### src/rtl/lpif_dstrm_flit_serializer_if.sv
// Flit handshake (lp_*) and downstream beat bus (dstrm_*) between link layer and serializer.
// master = link-layer side offering flits, slave = the serializer.
interface lpif_dstrm_flit_serializer_if #(
  parameter int FLIT_WIDTH = 256
);
  logic [3:0]            lp_state;
  logic [1:0]            lp_protid;
  logic [FLIT_WIDTH-1:0] lp_flit;
  logic [1:0]            lp_crc;
  logic                  lp_valid;
  logic                  lp_ready;

  logic [3:0]            dstrm_state;
  logic [1:0]            dstrm_protid;
  logic [63:0]           dstrm_data;
  logic                  dstrm_dvalid;
  logic [1:0]            dstrm_crc;
  logic                  dstrm_crc_valid;
  logic                  dstrm_valid;

  modport master (
    output lp_state, lp_protid, lp_flit, lp_crc, lp_valid,
    input  lp_ready,
    input  dstrm_state, dstrm_protid, dstrm_data, dstrm_dvalid,
           dstrm_crc, dstrm_crc_valid, dstrm_valid
  );

  modport slave (
    input  lp_state, lp_protid, lp_flit, lp_crc, lp_valid,
    output lp_ready,
    output dstrm_state, dstrm_protid, dstrm_data, dstrm_dvalid,
           dstrm_crc, dstrm_crc_valid, dstrm_valid
  );
endinterface

### src/rtl/lpif_dstrm_flit_serializer.sv
// Buffers whole flits in a small FIFO and serializes them into 64-bit dstrm beats.
// Optional flit counter enabled by defining LPIF_DSTRM_FLIT_CNT_EN.
//
// state | meaning
// IDLE  | no flit in flight; launch head entry when FIFO non-empty and tx_online
// SEND  | one beat per cycle; on last beat chain next flit with no bubble if allowed
module lpif_dstrm_flit_serializer #(
  parameter int FLIT_WIDTH = 256,
  parameter int FIFO_DEPTH = 4
) (
  input  logic                          clk_wr,
  input  logic                          rst_wr,
  input  logic                          tx_online,
  lpif_dstrm_flit_serializer_if.slave   bus,
  output logic [$clog2(FIFO_DEPTH):0]   fifo_level,
  output logic [15:0]                   flit_count
);

  localparam int NUM_BEATS = FLIT_WIDTH / 64;
  localparam int AW        = $clog2(FIFO_DEPTH);
  localparam int LW        = AW + 1;
  localparam int BW        = (NUM_BEATS > 1) ? $clog2(NUM_BEATS) : 1;
  localparam int EW        = FLIT_WIDTH + 4;

  typedef enum logic {IDLE, SEND} state_t;

  state_t                state;
  logic [EW-1:0]         mem [FIFO_DEPTH];
  logic [AW-1:0]         wr_ptr;
  logic [AW-1:0]         rd_ptr;
  logic [EW-1:0]         head;
  logic [1:0]            head_protid;
  logic [1:0]            head_crc;
  logic [FLIT_WIDTH-1:0] head_flit;
  logic                  full;
  logic                  empty;
  logic                  push;
  logic                  pop;
  logic                  last_beat;
  logic [FLIT_WIDTH-1:0] shreg;
  logic [1:0]            cur_protid;
  logic [1:0]            cur_crc;
  logic [BW-1:0]         beats_left;

  assign full        = (fifo_level == LW'(FIFO_DEPTH));
  assign empty       = (fifo_level == '0);
  // Ready ignores a same-cycle pop so a full FIFO never accepts.
  assign bus.lp_ready = ~rst_wr & tx_online & ~full;
  assign push        = bus.lp_valid & bus.lp_ready;
  assign last_beat   = (beats_left == '0);
  assign pop         = tx_online & ~empty & ((state == IDLE) | ((state == SEND) & last_beat));

  assign head        = mem[rd_ptr];
  assign head_protid = head[EW-1 -: 2];
  assign head_crc    = head[FLIT_WIDTH+1 -: 2];
  assign head_flit   = head[FLIT_WIDTH-1:0];

  always_ff @(posedge clk_wr) begin
    if (push) mem[wr_ptr] <= {bus.lp_protid, bus.lp_crc, bus.lp_flit};
  end

  always_ff @(posedge clk_wr or posedge rst_wr) begin
    if (rst_wr) begin
      wr_ptr     <= '0;
      rd_ptr     <= '0;
      fifo_level <= '0;
    end else begin
      if (push) wr_ptr <= wr_ptr + AW'(1);
      if (pop)  rd_ptr <= rd_ptr + AW'(1);
      if (push & ~pop)      fifo_level <= fifo_level + LW'(1);
      else if (pop & ~push) fifo_level <= fifo_level - LW'(1);
    end
  end

  // beats_left is a down-counter; terminal count 0 marks the last beat.
  always_ff @(posedge clk_wr or posedge rst_wr) begin
    if (rst_wr) begin
      state               <= IDLE;
      shreg               <= '0;
      cur_protid          <= '0;
      cur_crc             <= '0;
      beats_left          <= '0;
      bus.dstrm_state     <= '0;
      bus.dstrm_protid    <= '0;
      bus.dstrm_data      <= '0;
      bus.dstrm_dvalid    <= 1'b0;
      bus.dstrm_crc       <= '0;
      bus.dstrm_crc_valid <= 1'b0;
      bus.dstrm_valid     <= 1'b0;
    end else begin
      bus.dstrm_state <= bus.lp_state;
      case (state)
        IDLE: begin
          bus.dstrm_valid     <= 1'b0;
          bus.dstrm_dvalid    <= 1'b0;
          bus.dstrm_crc_valid <= 1'b0;
          bus.dstrm_crc       <= '0;
          if (pop) begin
            shreg      <= head_flit;
            cur_protid <= head_protid;
            cur_crc    <= head_crc;
            beats_left <= BW'(NUM_BEATS - 1);
            state      <= SEND;
          end
        end
        SEND: begin
          bus.dstrm_valid     <= 1'b1;
          bus.dstrm_dvalid    <= 1'b1;
          bus.dstrm_data      <= shreg[63:0];
          bus.dstrm_protid    <= cur_protid;
          bus.dstrm_crc_valid <= last_beat;
          bus.dstrm_crc       <= last_beat ? cur_crc : 2'b00;
          if (last_beat) begin
            if (pop) begin
              shreg      <= head_flit;
              cur_protid <= head_protid;
              cur_crc    <= head_crc;
              beats_left <= BW'(NUM_BEATS - 1);
            end else begin
              state <= IDLE;
            end
          end else begin
            shreg      <= shreg >> 64;
            beats_left <= beats_left - BW'(1);
          end
        end
        default: state <= IDLE;
      endcase
    end
  end

`ifdef LPIF_DSTRM_FLIT_CNT_EN
  always_ff @(posedge clk_wr or posedge rst_wr) begin
    if (rst_wr)                             flit_count <= '0;
    else if ((state == SEND) && last_beat)  flit_count <= flit_count + 16'd1;
  end
`else
  assign flit_count = 16'h0;
`endif

endmodule

### src/flat_wrapper.sv
// flat-port wrapper written by rule: the top's interface ports become plain ports
module lpif_dstrm_flit_serializer_flat 
#(
  parameter int FLIT_WIDTH = 256,
  parameter int FIFO_DEPTH = 4
)
  (clk_wr, rst_wr, tx_online, fifo_level, flit_count, bus_lp_state, bus_lp_protid, bus_lp_flit, bus_lp_crc, bus_lp_valid, bus_lp_ready, bus_dstrm_state, bus_dstrm_protid, bus_dstrm_data, bus_dstrm_dvalid, bus_dstrm_crc, bus_dstrm_crc_valid, bus_dstrm_valid);
  lpif_dstrm_flit_serializer_if #(.FLIT_WIDTH(FLIT_WIDTH)) bus_i ();
  input  logic clk_wr;
  input  logic rst_wr;
  input  logic tx_online;
  output logic [$clog2(FIFO_DEPTH):0] fifo_level;
  output logic [15:0] flit_count;
  input wire logic [$bits(bus_i.lp_state)-1:0] bus_lp_state;
  input wire logic [$bits(bus_i.lp_protid)-1:0] bus_lp_protid;
  input wire logic [$bits(bus_i.lp_flit)-1:0] bus_lp_flit;
  input wire logic [$bits(bus_i.lp_crc)-1:0] bus_lp_crc;
  input wire logic [$bits(bus_i.lp_valid)-1:0] bus_lp_valid;
  output wire logic [$bits(bus_i.lp_ready)-1:0] bus_lp_ready;
  output wire logic [$bits(bus_i.dstrm_state)-1:0] bus_dstrm_state;
  output wire logic [$bits(bus_i.dstrm_protid)-1:0] bus_dstrm_protid;
  output wire logic [$bits(bus_i.dstrm_data)-1:0] bus_dstrm_data;
  output wire logic [$bits(bus_i.dstrm_dvalid)-1:0] bus_dstrm_dvalid;
  output wire logic [$bits(bus_i.dstrm_crc)-1:0] bus_dstrm_crc;
  output wire logic [$bits(bus_i.dstrm_crc_valid)-1:0] bus_dstrm_crc_valid;
  output wire logic [$bits(bus_i.dstrm_valid)-1:0] bus_dstrm_valid;
  assign bus_i.lp_state = bus_lp_state;
  assign bus_i.lp_protid = bus_lp_protid;
  assign bus_i.lp_flit = bus_lp_flit;
  assign bus_i.lp_crc = bus_lp_crc;
  assign bus_i.lp_valid = bus_lp_valid;
  assign bus_lp_ready = bus_i.lp_ready;
  assign bus_dstrm_state = bus_i.dstrm_state;
  assign bus_dstrm_protid = bus_i.dstrm_protid;
  assign bus_dstrm_data = bus_i.dstrm_data;
  assign bus_dstrm_dvalid = bus_i.dstrm_dvalid;
  assign bus_dstrm_crc = bus_i.dstrm_crc;
  assign bus_dstrm_crc_valid = bus_i.dstrm_crc_valid;
  assign bus_dstrm_valid = bus_i.dstrm_valid;
  lpif_dstrm_flit_serializer #(.FLIT_WIDTH(FLIT_WIDTH), .FIFO_DEPTH(FIFO_DEPTH)) u_core (.clk_wr(clk_wr), .rst_wr(rst_wr), .tx_online(tx_online), .bus(bus_i), .fifo_level(fifo_level), .flit_count(flit_count));
endmodule
### config.mk
export PLATFORM = sky130hd
export DESIGN_NAME = lpif_dstrm_flit_serializer_flat
export DESIGN_NICKNAME = d
export VERILOG_FILES = /design/src/rtl/lpif_dstrm_flit_serializer_if.sv /design/src/rtl/lpif_dstrm_flit_serializer.sv /design/src/flat_wrapper.sv
export SDC_FILE = /design/constraint.sdc
export NUM_CORES = 1
export LEC_CHECK = 0
export CORE_ASPECT_RATIO = 1.1
export CORE_UTILIZATION = 53
export CTS_CLUSTER_DIAMETER = 50
export DETAILED_ROUTE_END_ITERATION = 7
export PLACE_DENSITY = 0.76
export SYNTH_ARGS = -nofsm -noshare
export SYNTH_HDL_FRONTEND = slang
export SYNTH_SLANG_ARGS = --single-unit
### constraint.sdc
create_clock -name clk_wr -period 13.5 [get_ports clk_wr]
set_input_delay 4.05 -clock clk_wr [delete_from_list [all_inputs] [get_ports clk_wr]]
set_output_delay 4.05 -clock clk_wr [all_outputs]
set_load 0.1 [all_outputs]
==> results_dict.tcl <==
set metrics [dict create \
    grt_usage_pct 23.69 \
    max_clock_freq_mhz 99.72 \
    status "finished, final reports clean" \
    chipWidth_um 300.9 \
    ios 363 \
    slew_viol_final 0 \
    syn_inst 2910 \
    clock_sink_count 1384 \
    worstReg2RegStart "u_core.fifo_level[0]$_DFFE_PP0P_" \
    placed_area_mm2 0.05652 \
    synth.most_common_cell "edfxtp_1" \
    grt_pass1_wl_um 174200 \
    fin_worst_skew_ns 0.02801 \
    root_buffer "clkbuf_16" \
    netlist_area_mm2 0.05207 \
    cp_common_cell "clkdlybuf4s50_1" \
    fp.dieH_um 330.7 \
    initial_utilization_pct 53.52 \
    cp_cell_sequence "clkdlybuf4s50_1 > nand2b_1 > a21oi_1 > clkdlybuf4s50_1" \
    routabilityCongestion 0.7610 \
    worstSetupStartpoint "tx_online" \
    worstPathRequired_ns 9.45 \
    power_density_mw_per_mm2 231.9 \
    async_reset_ff_share_pct 24.86 \
    worst-path-stages 4 \
    max-slew-margin-rel_pct 23.86 \
    synth.top_cell.area_share_pct 59.98 \
    yosysWarnings 0 \
    critPathMaxFanout 3 \
    holdWs_ns 0.5051 \
    cts_tree "done" \
    final_net_count 3534 \
    core_area_mm2 0.09729 \
    cts.clk_slew.worst_paths_ns 0.06 \
    cp_num_buf_inv 2 \
    rrSetupSlack_ns 9.40 \
    yosysSeqAreaShare_pct 76.51 \
    cts_resized 0 \
    post_cts_buffers 0 \
    synth_area_leaders "edfxtp_1, dfrtp_1, mux4_2, a21oi_1, nand2_1" \
    min_period_ns 10.03 \
    viasPerCell 5.846 \
    hp-class "register to register" \
    ys_types 29 \
    io_buffers 346 \
    hold_viol 0 \
    end_kind "primary output" \
    htree_levels 4 \
    core.rowCount 120 \
    min_period_over_period_pct 74.28 \
    syn_avg_cell_area_um2 17.89 \
    grt_max_degree 187 \
    final_area_mm2 0.06135 \
    synth_ff_type "edfxtp_1" \
    path_delay_family "buffers and inverters" \
    crit_arrival_ns 5.98 \
    worstSetupPathType "input port to primary output" \
    leakagePower_nw 21.17 \
    area_growth_pct 17.83 \
    vias 27400 \
    worst_slew_pin_slew_ns 1.142 \
    synth_edf_count 1040 \
    finalSetupTns_ns 0 \
    rsz0062_at_grt "false" \
    setup_viol 0 \
    drtAntennaViolNets 0 \
    die_area_mm2 0.09950 \
    synth_top_area_cell "edfxtp_1" \
    drc 0 \
    numCtsBuffers 141 \
    grt_pass1_vias 27520 \
    routed_wirelength_um 116600 \
    reg2reg_to "u_core.mem[1][243]$_DFFE_PP_" \
    insertion_delay_ns 0.74 \
    cpMaxStageDelayCell "clkdlybuf4s50_1" \
    cts_buffer_depth 3 \
    firstDrtPassIters 5 \
    grt_overflow 0 \
    critPathLaunchType "input port" \
    reg2regPathDepth 5 \
    irDropWorstVdd_mv 0.3005 \
    antenna_found_initial 48 \
    cts_hold_buf 0 \
    endpoint "bus_lp_ready" \
    critical-path-max-stage-delay_ns 1.14 \
    max_cap_viol_count 0 \
    place.detailed.hpwl_um 65810 \
    wl_per_cell_um 24.88 \
    fill_cells 6626 \
    drtIter0Drc 2291 \
    synth_common_cells "edfxtp_1, a21oi_1, dfrtp_1" \
    drive_above_1_share_pct 17.95 \
    ys_ff_latch 1384 \
]
cell type report:
| cell class | count | area, um^2 | share of cell area [%] |
|---|---|---|---|
| Sequential cell | 1384 | 39850 | 64.95 |
| Antenna cell | 25 | 62.56 | 0.1020 |
| Timing Repair Buffer | 383 | 3821 | 6.228 |
| Multi-Input combinational cell | 1344 | 11220 | 18.28 |
| Inverter | 6 | 26.28 | 0.04283 |
| Clock inverter | 62 | 703.2 | 1.146 |
| Tap cell | 1281 | 1603 | 2.612 |
| Clock buffer | 202 | 4071 | 6.636 |
report_power, final:
group          internal [W]  switching (W)  leakage, nW
clock network       0.00231        0.00162         2.33
logic               0.00165        0.00285         5.32
registers           0.00532       0.000470         13.5
placed cells by master, fill, tap and decap left out, drive strengths merged, types with 2 or more instances in the layout:
master / instances
ha: 5
edfxtp: 1040
xnor2: 4
clkinvlp: 7
nor2: 196
bufinv: 10
inv: 16
xor2: 3
nand2: 321
buf: 40
a211oi: 2
and2: 6
diode: 25
clkinv: 35
mux4: 260
clkbuf: 202
conb: 16
dfrtp: 344
clkdlybuf4s50: 343
a21oi: 451
mux2: 72
kinds of logic after synthesis:
family                   Yosys count  share of synthesized area [%]
flip-flops                      1384                          76.51
AND/OR/NAND/NOR                  526                          3.835
AO/OA/AOI/OAI                    457                          4.455
multiplexers                     332                          12.80
buffers and inverters            197                          2.112
XOR/XNOR                           7                         0.1177
adder cells (fa/ha/maj)            6                         0.1586
other                              1                       0.007202
worst min path at each step:
stage	slack, ns	depth (start not counted)	from	endpoint
6_report	0.51	1	u_core.shreg[30]$_DFF_PP0_	u_core.bus.dstrm_data[30]$_DFFE_PP0P_
5_1_grt	0.52	1	u_core.shreg[1]$_DFF_PP0_	u_core.bus.dstrm_data[1]$_DFFE_PP0P_
4_1_cts	0.50	1	u_core.shreg[63]$_DFF_PP0_	u_core.bus.dstrm_data[63]$_DFFE_PP0P_
3_5_place_dp	0.49	1	u_core.shreg[63]$_DFF_PP0_	u_core.bus.dstrm_data[63]$_DFFE_PP0P_
3_3_place_gp	0.46	1	u_core.cur_crc[1]$_DFFE_PP0P_	u_core.bus.dstrm_crc[1]$_DFF_PP0_
2_1_floorplan	0.35	0	u_core.state$_DFF_PP0_	u_core.bus.dstrm_dvalid$_DFF_PP0_
flip-flops by register name (all words and copies together) (netlist names):
| name | flops |
|---|---|
| u_core.beats_left | 2 |
| u_core.bus.dstrm_crc | 2 |
| u_core.mem | 1040 |
| u_core.wr_ptr | 2 |
| u_core.bus.dstrm_crc_valid | 1 |
| u_core.cur_protid | 2 |
| u_core.bus.dstrm_dvalid | 1 |
| u_core.state | 1 |
| u_core.bus.dstrm_state | 4 |
| u_core.cur_crc | 2 |
| u_core.bus.dstrm_data | 64 |
| u_core.rd_ptr | 2 |
| u_core.fifo_level | 3 |
| u_core.shreg | 256 |
| u_core.bus.dstrm_protid | 2 |
layer usage:
layer,track usage (%),vias to the layer above,share of wire (%)
met3,6.211,215,8.3
met4,8.905,44,2.4
met2,36.06,1040,48
li1,-,11840,-
met1,33.25,14260,41
met5,0,-,0.25
metrics by stage:
step           cells  setup slack, ns  utilization, %  power, W
2_1_floorplan   2925            2.317               -  0.009204
3_3_place_gp    4398            3.476           58.09   0.01028
3_5_place_dp    4398            3.474           58.09   0.01038
4_1_cts         4662            3.470           63.00   0.01433
5_1_grt         4681            3.415           63.05   0.01486
6_report        4687            3.472           63.06   0.01423
Note: power is estimated with default switching activity, not from simulation.
